**src/rtl/tlut_pkg.sv**
```systemverilog
// tlut_pkg: shared types and width helpers for the temporal-LUT SIMD engine.
// Holds the FSM state enum, width functions and the max helper.
package tlut_pkg;

    typedef enum logic [1:0] {
        IDLE = 2'd0,
        LOAD = 2'd1,
        RUN  = 2'd2,
        DONE = 2'd3
    } tlut_state_e;

    // Width of the reduced weight sum.
    function automatic int wsum_w(input int ww, input int dc);
        return ww + $clog2(dc);
    endfunction

    // Minimum signed product width.
    function automatic int acc_w(input int ww, input int iw, input int dc);
        return ww + iw + $clog2(dc);
    endfunction

    // Pairwise unsigned maximum used by the early-termination reduction.
    function automatic int unsigned max_val(input int unsigned a,
                                           input int unsigned b);
        return (a > b) ? a : b;
    endfunction

endpackage

```
**src/rtl/tlut_simd_engine_adder_tree.sv**
```systemverilog
// tlut_adder_tree: combinational signed reduction of N values of W bits.
// Odd element counts at any level pass the last element through.
module tlut_adder_tree #(
    parameter int N = 4,
    parameter int W = 8
) (
    input  logic [N-1:0][W-1:0]          in_i,
    output logic signed [W+$clog2(N)-1:0] sum_o
);

    localparam int OW = W + $clog2(N);
    localparam int LV = $clog2(N);

    function automatic int lvl_cnt(input int l);
        return (N + (1 << l) - 1) >> l;
    endfunction

    for (genvar l = 0; l <= LV; l++) begin : g_lv
        localparam int C = lvl_cnt(l);
        logic signed [OW-1:0] v [C];
        for (genvar i = 0; i < C; i++) begin : g_n
            if (l == 0) begin : g_leaf
                assign v[i] = OW'(signed'(in_i[i]));
            end else begin : g_node
                localparam int P = lvl_cnt(l - 1);
                if (2 * i + 1 < P) begin : g_add
                    assign v[i] = g_lv[l-1].v[2*i] + g_lv[l-1].v[2*i+1];
                end else begin : g_pass
                    assign v[i] = g_lv[l-1].v[2*i];
                end
            end
        end
    end

    assign sum_o = g_lv[LV].v[0];

endmodule

```
**src/rtl/tlut_simd_engine.sv**
```systemverilog
// tlut_simd_engine: temporal-LUT SIMD multiply with valid/ready handshakes.
// Optional early termination enabled by defining TLUT_EARLY_TERM_EN.
module tlut_simd_engine
    import tlut_pkg::*;
#(
    parameter int DIM_A        = 4,
    parameter int DIM_C        = 4,
    parameter int INPUT_WIDTH  = 4,
    parameter int WEIGHT_WIDTH = 8,
    parameter int ACC_WIDTH    = acc_w(WEIGHT_WIDTH, INPUT_WIDTH, DIM_C)
) (
    input  logic                                  clk,
    input  logic                                  rst_n,
    input  logic                                  enable,
    input  logic                                  in_valid,
    output logic                                  in_ready,
    input  logic [DIM_A-1:0][INPUT_WIDTH-1:0]     input_bin,
    input  logic [DIM_C-1:0][WEIGHT_WIDTH-1:0]    weight_bin,
    output logic                                  out_valid,
    input  logic                                  out_ready,
    output logic [DIM_A-1:0][ACC_WIDTH-1:0]       product_out,
    output logic                                  busy
);

    localparam int WSW = wsum_w(WEIGHT_WIDTH, DIM_C);

    if (ACC_WIDTH < acc_w(WEIGHT_WIDTH, INPUT_WIDTH, DIM_C)) begin : g_bad_acc
        $error("ACC_WIDTH too small for the product range");
    end

    tlut_state_e                        state_q, state_d;
    logic [DIM_A-1:0][INPUT_WIDTH-1:0]  in_q, in_d;
    logic [DIM_C-1:0][WEIGHT_WIDTH-1:0] w_q, w_d;
    logic signed [WSW-1:0]              wsum_q, wsum_d, tree_sum;
    logic [INPUT_WIDTH-1:0]             cnt_q, cnt_d, kend;
    logic signed [ACC_WIDTH-1:0]        acc_q, acc_d;
    logic [DIM_A-1:0][ACC_WIDTH-1:0]    prod_q, prod_d;
    logic                               accept;

    tlut_adder_tree #(
        .N(DIM_C),
        .W(WEIGHT_WIDTH)
    ) u_tree (
        .in_i (w_q),
        .sum_o(tree_sum)
    );

`ifdef TLUT_EARLY_TERM_EN
    logic [INPUT_WIDTH-1:0] kend_q, kend_d, in_max;

    // Largest activation: the sweep can stop once it has been captured.
    always_comb begin
        int unsigned mx;
        mx = 0;
        for (int a = 0; a < DIM_A; a++) begin
            mx = max_val(mx, 32'(in_q[a]));
        end
        in_max = INPUT_WIDTH'(mx);
    end

    // Sweep end point register, loaded alongside wsum.
    always_ff @(posedge clk or negedge rst_n) begin
        if (!rst_n) begin
            kend_q <= '0;
        end else begin
            kend_q <= kend_d;
        end
    end

    assign kend_d = (state_q == LOAD) ? in_max : kend_q;
    assign kend   = kend_q;
`else
    assign kend = '1;
`endif

    // Next-state, datapath updates and handshake outputs.
    always_comb begin
        state_d  = state_q;
        in_d     = in_q;
        w_d      = w_q;
        wsum_d   = wsum_q;
        cnt_d    = cnt_q;
        acc_d    = acc_q;
        prod_d   = prod_q;
        in_ready = (state_q == IDLE) || ((state_q == DONE) && out_ready);
        accept   = in_valid && in_ready;

        unique case (state_q)
            IDLE: ;
            LOAD: begin
                wsum_d  = tree_sum;
                cnt_d   = '0;
                acc_d   = '0;
                state_d = RUN;
            end
            RUN: begin
                if (enable) begin
                    for (int a = 0; a < DIM_A; a++) begin
                        if (in_q[a] == cnt_q) begin
                            prod_d[a] = acc_q;
                        end
                    end
                    acc_d = acc_q + ACC_WIDTH'(wsum_q);
                    cnt_d = cnt_q + INPUT_WIDTH'(1);
                    if (cnt_q == kend) begin
                        state_d = DONE;
                    end
                end
            end
            DONE: begin
                if (out_ready) begin
                    state_d = IDLE;
                end
            end
            default: state_d = IDLE;
        endcase

        if (accept) begin
            in_d    = input_bin;
            w_d     = weight_bin;
            state_d = LOAD;
        end
    end

    // State and datapath registers.
    always_ff @(posedge clk or negedge rst_n) begin
        if (!rst_n) begin
            state_q <= IDLE;
            in_q    <= '0;
            w_q     <= '0;
            wsum_q  <= '0;
            cnt_q   <= '0;
            acc_q   <= '0;
            prod_q  <= '0;
        end else begin
            state_q <= state_d;
            in_q    <= in_d;
            w_q     <= w_d;
            wsum_q  <= wsum_d;
            cnt_q   <= cnt_d;
            acc_q   <= acc_d;
            prod_q  <= prod_d;
        end
    end

    assign out_valid   = (state_q == DONE);
    assign busy        = (state_q != IDLE);
    assign product_out = prod_q;

endmodule
```
**config.mk**
```make
export PLATFORM = sky130hd
export DESIGN_NAME = tlut_simd_engine
export DESIGN_NICKNAME = d
export VERILOG_FILES = /design/src/rtl/tlut_pkg.sv /design/src/rtl/tlut_simd_engine_adder_tree.sv /design/src/rtl/tlut_simd_engine.sv
export SDC_FILE = /design/constraint.sdc
export NUM_CORES = 1
export LEC_CHECK = 0
export CORE_MARGIN = 2
export CORE_UTILIZATION = 55
export DETAILED_ROUTE_END_ITERATION = 8
export PLACE_DENSITY = 0.87
export SYNTH_ARGS = -nofsm -noshare
export SYNTH_HDL_FRONTEND = slang
export SYNTH_SLANG_ARGS = --single-unit
```
**constraint.sdc**
```tcl
create_clock -name clk -period 7.5 [get_ports clk]
set_input_delay 1.125 -clock clk [delete_from_list [all_inputs] [get_ports clk]]
set_output_delay 1.125 -clock clk [all_outputs]
set_load 0.01 [all_outputs]
```
==> impl_metrics.py, run 1 <==
metrics = {
    "clock_tree": {
        "h-tree-depth": 4,
        "numCtsBuffers": 17,
        "insertion_delay_ns": 0.42,
        "cts_setup_buffers": 0,
        "ctsResizeCount": 0,
        "root_buffer": "clkbuf_16",
        "ctsHoldBuffers": 0,
        "clkSinkCount": 134,
        "clk_pin_slew_ns": 0.06,
        "cts_tree": "done",
        "clockBufferDepth": 2,
    },
    "worst_setup_path": {
        "reg2reg_to": "wsum_q[8]",
        "cp.depth": 4,
        "rrSetupSlack_ns": 4.30,
        "crit_chain": "clkdlybuf4s50_1 > nand2_1 > nand2_1 > clkdlybuf4s50_1",
        "critical_path_class": "input port to output pin",
        "reg2reg_from": "w_q[0]",
        "cp-endpoint": "in_ready",
        "path_buf_inv": 2,
        "end_kind": "output pin",
        "crit_arrival_ns": 2.33,
        "critPathLaunch": "out_ready",
        "cp-start-kind": "input port",
        "worstPathMaxFanout": 3,
        "cp_top_family": "buffers and inverters",
        "critPathSlowestCell": "clkdlybuf4s50_1",
        "r2r_cells": 12,
        "required_ns": 6.38,
        "slowest_delay_ns": 0.55,
    },
    "power": {
        "vdd_drop_max_uv": 361.1,
        "p_switching_mw": 1.976,
        "swShare_pct": 40.67,
        "pwr-share-comb_pct": 55.9,
        "pwr-share-clk_pct": 17.0,
        "p_int_mw": 2.882,
        "power_density_nw_per_um2": 565.5,
        "seqPwrFrac_pct": 27.1,
        "leakage_nw": 3.949,
    },
    "timing": {
        "hold_viol": 0,
        "clock_skew_ns": 0.01162,
        "fin_crit_sh_pct": 46.06,
        "fmax_ghz": 0.2895,
        "max_slew.worst_pin.slew_ns": 1.183,
        "drv_slew": 0,
        "maxSlewHeadroom_pct": 21.15,
        "fin_crit_ns": 3.454,
        "fin_setup_tns_ns": 0,
        "setup_violations": 0,
        "rsz0062_at_grt": "false",
    },
    "detailed_routing": {
        "num_vias": 4737,
        "wl_met1_um": 5990,
        "drt_iter0_drc": 322,
        "route.detailed.drc": 0,
        "routed_wirelength_um": 14260,
        "dr.pass1.iters": 4,
        "wl_met2_um": 7446,
        "wl_met3_um": 576,
        "avgRoutedWirePerCell_um": 17.24,
        "vias_per_cell": 5.728,
        "drtAntennaViolNets": 0,
        "dr.max_layer_used": "met4",
    },
    "yosys": {
        "ys_seq_elements": 134,
        "yosys.area.top_type_share_pct": 49.44,
        "synth_cells": 554,
        "yosys-top-cells-count": "dfrtp_1, mux2_2, ha_1",
        "synthesis.nets": 654,
        "synthXorXnorAreaFrac_pct": 5.165,
        "synthDistinctLibCells": 49,
        "synth_top_family_by_area": "multiplexers",
        "synth_top_area_cell": "dfrtp_1",
        "yosysWarnings": 0,
        "syn_area_per_cell_um2": 12.24,
        "synth_fa_ha_area_share_pct": 9.113,
        "ys_seq_area_share_pct": 49.44,
        "synth_edf_count": 0,
        "ys.flop_type": "dfrtp_1",
        "synthSimpleGateAreaFrac_pct": 5.589,
        "synth_compound_area_share_pct": 10.16,
        "synth.area.top_cells": "dfrtp_1, mux2_2, ha_1, xnor2_1, xor2_1",
        "async_flop_share_pct": 100.0,
        "synthMuxAreaShare_pct": 18.06,
        "synth_area_um2": 6783,
        "synth.most_common_cell": "dfrtp_1",
    },
    "hold_path": {
        "hold_depth": 1,
        "hold_path.class": "register to register",
        "min-delay-start": "product_out[22]",
    },
    "die": {
        "die_width_um": 115.1,
        "die_h_um": 115.1,
        "fp-row-count": 40,
        "start_util_pct": 56.47,
        "ios": 112,
        "die_area_um2": 13240,
        "coreArea_um2": 12010,
    },
    "status": {
        "status": "finished, final reports clean",
    },
    "global_routing": {
        "grt_max_degree": 70,
        "overflow": 0,
        "grt_pass1_vias": 5096,
        "track_usage_pct": 23.63,
        "grt_pass1_wl_um": 24400,
        "antenna_found_initial": 0,
    },
    "place": {
        "io_buffers": 111,
        "routabilityCongestion": 0.8467,
        "detailed_place_hpwl_um": 10250,
    },
    "finish": {
        "nets": 767,
        "antenna_cells": 0,
        "area_growth_pct": 26.64,
        "num-fill-cells": 839,
        "post-route-util_pct": 71.51,
        "drive_gt1_share_pct": 21.47,
    },
    "run": {
        "maxCapViolCount": 0,
    },
}
[worst reg2reg max path, stage by stage, from the launching register on]
cell	delay, ns
dfrtp_1	0.35
ha_1	0.18
inv_1	0.06
fa_1	0.41
nor2b_1	0.14
o21ai_0	0.11
a21boi_0	0.29
nor2_1	0.12
ha_1	0.37
a21boi_0	0.39
o211ai_1	0.19
a2111o_1	0.39
o311ai_0	0.09
[placed cells by master (no fill, tap or decap), types with 2 or more instances in the layout]
cell,instances
dfrtp_1,134
clkdlybuf4s50_1,110
mux2_2,107
ha_1,43
nand2_1,34
o21ai_0,24
inv_1,23
xnor2_1,21
nor2_1,20
xor2_1,19
clkbuf_16,17
a21oi_1,16
a21o_1,9
nor3_1,9
nor2b_1,6
o21a_1,6
inv_6,6
nand3_1,5
a21boi_0,4
o21bai_1,4
o31ai_1,4
fa_1,4
inv_8,4
o211ai_1,3
a211oi_1,3
nand4_1,3
a22o_1,3
nand2b_1,2
nor3b_1,2
o41a_1,2
o22ai_1,2
and2_1,2
o311ai_0,2
mux2i_1,2
clkinvlp_4,2
[worst min-delay path by stage]
stage | slack [ns] | endpoint
2_1_floorplan | 0.46 | wsum_q[4]
3_3_place_gp | 0.49 | product_out[47]
3_5_place_dp | 0.49 | wsum_q[4]
4_1_cts | 0.51 | product_out[34]
5_1_grt | 0.52 | product_out[22]
6_report | 0.50 | product_out[22]
[registers in the layout, indices dropped and copies added, names as in the netlist]
register,count
state_q,2
cnt_q,4
acc_q,14
w_q,32
wsum_q,10
in_q,16
product_out,56
[per-stage QoR]
step | setup slack (ns) | total power [mW] | cell area (um^2) | hold WS (ns) | cells
global placement | 4.066 | 3.824 | 8008 | 0.4879 | 795
finish | 4.046 | 4.858 | 8589 | 0.5041 | 827
floorplan | 4.787 | 3.176 | 6783 | 0.4581 | 554
CTS | 4.050 | 4.861 | 8589 | 0.5061 | 827
global route | 3.986 | 5.231 | 8589 | 0.5177 | 827
detailed placement | 4.061 | 3.995 | 8008 | 0.4881 | 795
[kinds of logic after synthesis]
| logic type | count (synthesis) |
|---|---|
| and+or+nand+nor | 85 |
| AOI/OAI and AO/OA | 98 |
| DFF | 134 |
| xor gates and xnor gates | 40 |
| muxes | 109 |
| adders and majority gates | 47 |
| buffers and inverters | 41 |
[cell type report]
cell class	instances	area, um^2	share of cell area [%]
sequential	134	3353	39.04
multi-input combinational	379	3264	38.00
timing repair buffer	112	1120	13.04
clock buffer	17	425.4	4.953
tap	147	183.9	2.141
clock inverter	15	156.4	1.821
inverter	23	86.33	1.005
[power by group through the flow]
stage	Sequential, mW	Clock (mW)	Combinational (mW)
final	1.32	0.825	2.72
after global routing	1.36	0.869	3.00
after CTS	1.32	0.832	2.71
after detailed placement	1.33	0	2.67
after global placement	1.30	0	2.53
after floorplan	1.30	0	1.88
[per-layer routing]
layer | global-route usage [%] | up-vias
met5 | 0 | -
met4 | 8.996 | 0
met3 | 4.692 | 25
met2 | 41.57 | 139
met1 | 28.79 | 2367
li1 | - | 2206
Note: power is estimated with default switching activity, not from simulation.
==> run 2, diff against run 1 <==
Settings changed: CORE_UTILIZATION 55 to 54, PLACE_DENSITY 0.87 to 0.86.
Clock period 7.5 ns to 3.3 ns, I/O delays scaled along.
==> impl_metrics.py, run 2 (synthesis results as in run 1) <==
metrics = {
    "detailed_routing": {
        "drt_iter0_drc": 235,
        "avgRoutedWirePerCell_um": 16.40,
        "routed_wirelength_um": 14030,
        "route.detailed.drc": 0,
        "vias_per_cell": 5.537,
        "dr.pass1.iters": 4,
        "drtAntennaViolNets": 0,
        "num_vias": 4734,
    },
    "timing": {
        "setup_violations": 0,
        "max_slew.worst_pin.slew_ns": 0.7250,
        "hold_viol": 0,
        "setup_ws_ns": 0.2364,
        "rsz0062_at_grt": "false",
        "clock_skew_ns": 0.01038,
        "maxSlewHeadroom_pct": 51.67,
        "fin_crit_ns": 3.064,
        "fin_crit_sh_pct": 92.84,
        "drv_slew": 0,
        "fin_setup_tns_ns": 0,
        "fmax_ghz": 0.3264,
    },
    "place": {
        "routabilityCongestion": 0.9266,
        "place_area_um2": 8099,
        "io_buffers": 111,
        "place_ws_ns": 0.2929,
        "detailed_place_hpwl_um": 10050,
        "dp_cells": 823,
    },
    "worst_setup_path": {
        "worstPathMaxFanout": 3,
        "reg2reg_from": "w_q[16]",
        "rrSetupSlack_ns": 0.24,
        "path_buf_inv": 1,
        "r2r_cells": 10,
        "slowest_delay_ns": 0.53,
        "required_ns": 3.59,
        "cp-start-kind": "register",
        "cp_top_family": "adder cells",
        "crit_arrival_ns": 3.35,
        "critPathSlowestCell": "fa_1",
        "crit_chain": "ha_1 > fa_1 > inv_1 > fa_1 > nor2b_1 > o21ai_0 > a21boi_0 > o211ai_1 > a2111o_1 > o311ai_0",
        "cp_common_cell": "fa_1",
        "critical_path_class": "register to register",
        "reg2reg_to": "wsum_q[8]",
        "end_kind": "register",
    },
    "finish": {
        "final_common_cell": "dfrtp_1",
        "layout_common_cells": "dfrtp_1, clkdlybuf4s50_1, mux2_2",
        "nets": 774,
        "drive_gt1_share_pct": 22.27,
        "largest_reg_flops": 56,
        "antenna_cells": 0,
        "final_cell_area_um2": 8726,
        "area_growth_pct": 28.65,
        "stdcell_count": 855,
        "num-fill-cells": 868,
    },
    "hold_path": {
        "hold_path.class": "input port to asynchronous set/reset pin",
    },
    "die": {
        "die_width_um": 116.1,
        "fp-row-count": 40,
        "coreArea_um2": 12110,
        "die_h_um": 116.1,
        "start_util_pct": 56.00,
        "die_area_um2": 13470,
        "ios": 112,
    },
    "global_routing": {
        "use_met1_pct": 27.97,
        "grt_max_degree": 83,
        "use_met2_pct": 38.67,
        "met3_usage_pct": 4.812,
        "antenna_found_initial": 0,
        "grt_pass1_vias": 4935,
        "track_usage_pct": 22.53,
        "grt_pass1_wl_um": 23510,
        "gr-max-usage-layer": "met2",
        "overflow": 0,
    },
    "power": {
        "swShare_pct": 38.98,
        "p_switching_mw": 4.323,
        "pwr-share-clk_pct": 18.1,
        "leakage_nw": 4.002,
        "seqPwrFrac_pct": 26.9,
        "power_density_nw_per_um2": 1271,
        "vdd_drop_max_uv": 774.0,
        "power.total_mw": 11.09,
        "p_int_mw": 6.768,
        "pwr-share-comb_pct": 55.0,
    },
    "clock_tree": {
        "cts_tree": "done",
        "clk_pin_slew_ns": 0.06,
        "insertion_delay_ns": 0.43,
        "h-tree-depth": 4,
        "numCtsBuffers": 17,
        "root_buffer": "clkbuf_16",
        "clockBufferDepth": 2,
        "clkSinkCount": 134,
        "cts_setup_buffers": 0,
    },
    "status": {
        "status": "finished, final reports clean",
    },
    "run": {
        "maxCapViolCount": 0,
    },
}
-- run 2: changes by cell type in the layout (fill, tap and decap cells not counted) --
cell / before / now
clkinv_2: 1 / 3
buf_12: 0 / 1
clkinvlp_4: 2 / 3
a21boi_1: 0 / 1
buf_4: 1 / 7
inv_6: 6 / 3
bufinv_16: 1 / 4
inv_8: 4 / 0
clkinv_4: 1 / 2
a21boi_0: 4 / 3
-- run 2: area by class of cell --
class                           instances  area (um^2)  share of cell area (%)
Multi-Input combinational cell        379         3264                   37.41
Inverter                               23        86.33                  0.9894
Sequential cell                       134         3353                   38.43
Clock buffer                           17        425.4                   4.875
Timing Repair Buffer                  119         1185                   13.58
Clock inverter                         15        201.4                   2.309
Tap cell                              168        210.2                   2.409
-- run 2: metrics by stage --
stage / util [%] / hold slack, ns
2_1_floorplan: - / 0.1994
3_3_place_gp: 66.87 / 0.4864
3_5_place_dp: 66.87 / 0.4918
4_1_cts: 72.05 / 0.1282
5_1_grt: 72.05 / 0.1734
6_report: 72.05 / 0.1130
-- run 2: layer usage --
layer	part of all wire [%]	up-vias	wire [um]
met3	3.6	25	507
met2	52	115	7311
li1	-	2217	-
met1	42	2377	5948
met5	0	-	0
met4	1.8	0	259
-- run 2: power by group through the flow --
stage / Sequential, mW / Clock (mW) / Combinational (mW)
floorplan: 2.96 / 0 / 4.26
global placement: 2.94 / 0 / 5.77
detailed placement: 3.01 / 0 / 6.02
CTS: 2.99 / 2.03 / 6.12
global route: 3.08 / 2.09 / 6.84
finish: 2.98 / 2.00 / 6.11
-- run 2: timing repair --
item	CTS	global route
endpoints found under the hold margin	0	0
endpoints found under the setup margin	0	1
hold buffers	0	0
gates resized for setup	0	1
-- run 2: worst max-delay path by stage --
stage,from,end,slack [ns],cells past startpoint
final,w_q[16],wsum_q[8],0.24,10
after global routing,w_q[8],wsum_q[8],0.04,13
after CTS,w_q[8],wsum_q[8],0.22,13
after detailed placement,w_q[8],wsum_q[8],0.29,13
after global placement,w_q[0],wsum_q[8],0.39,13
after floorplan,w_q[16],wsum_q[8],0.59,10
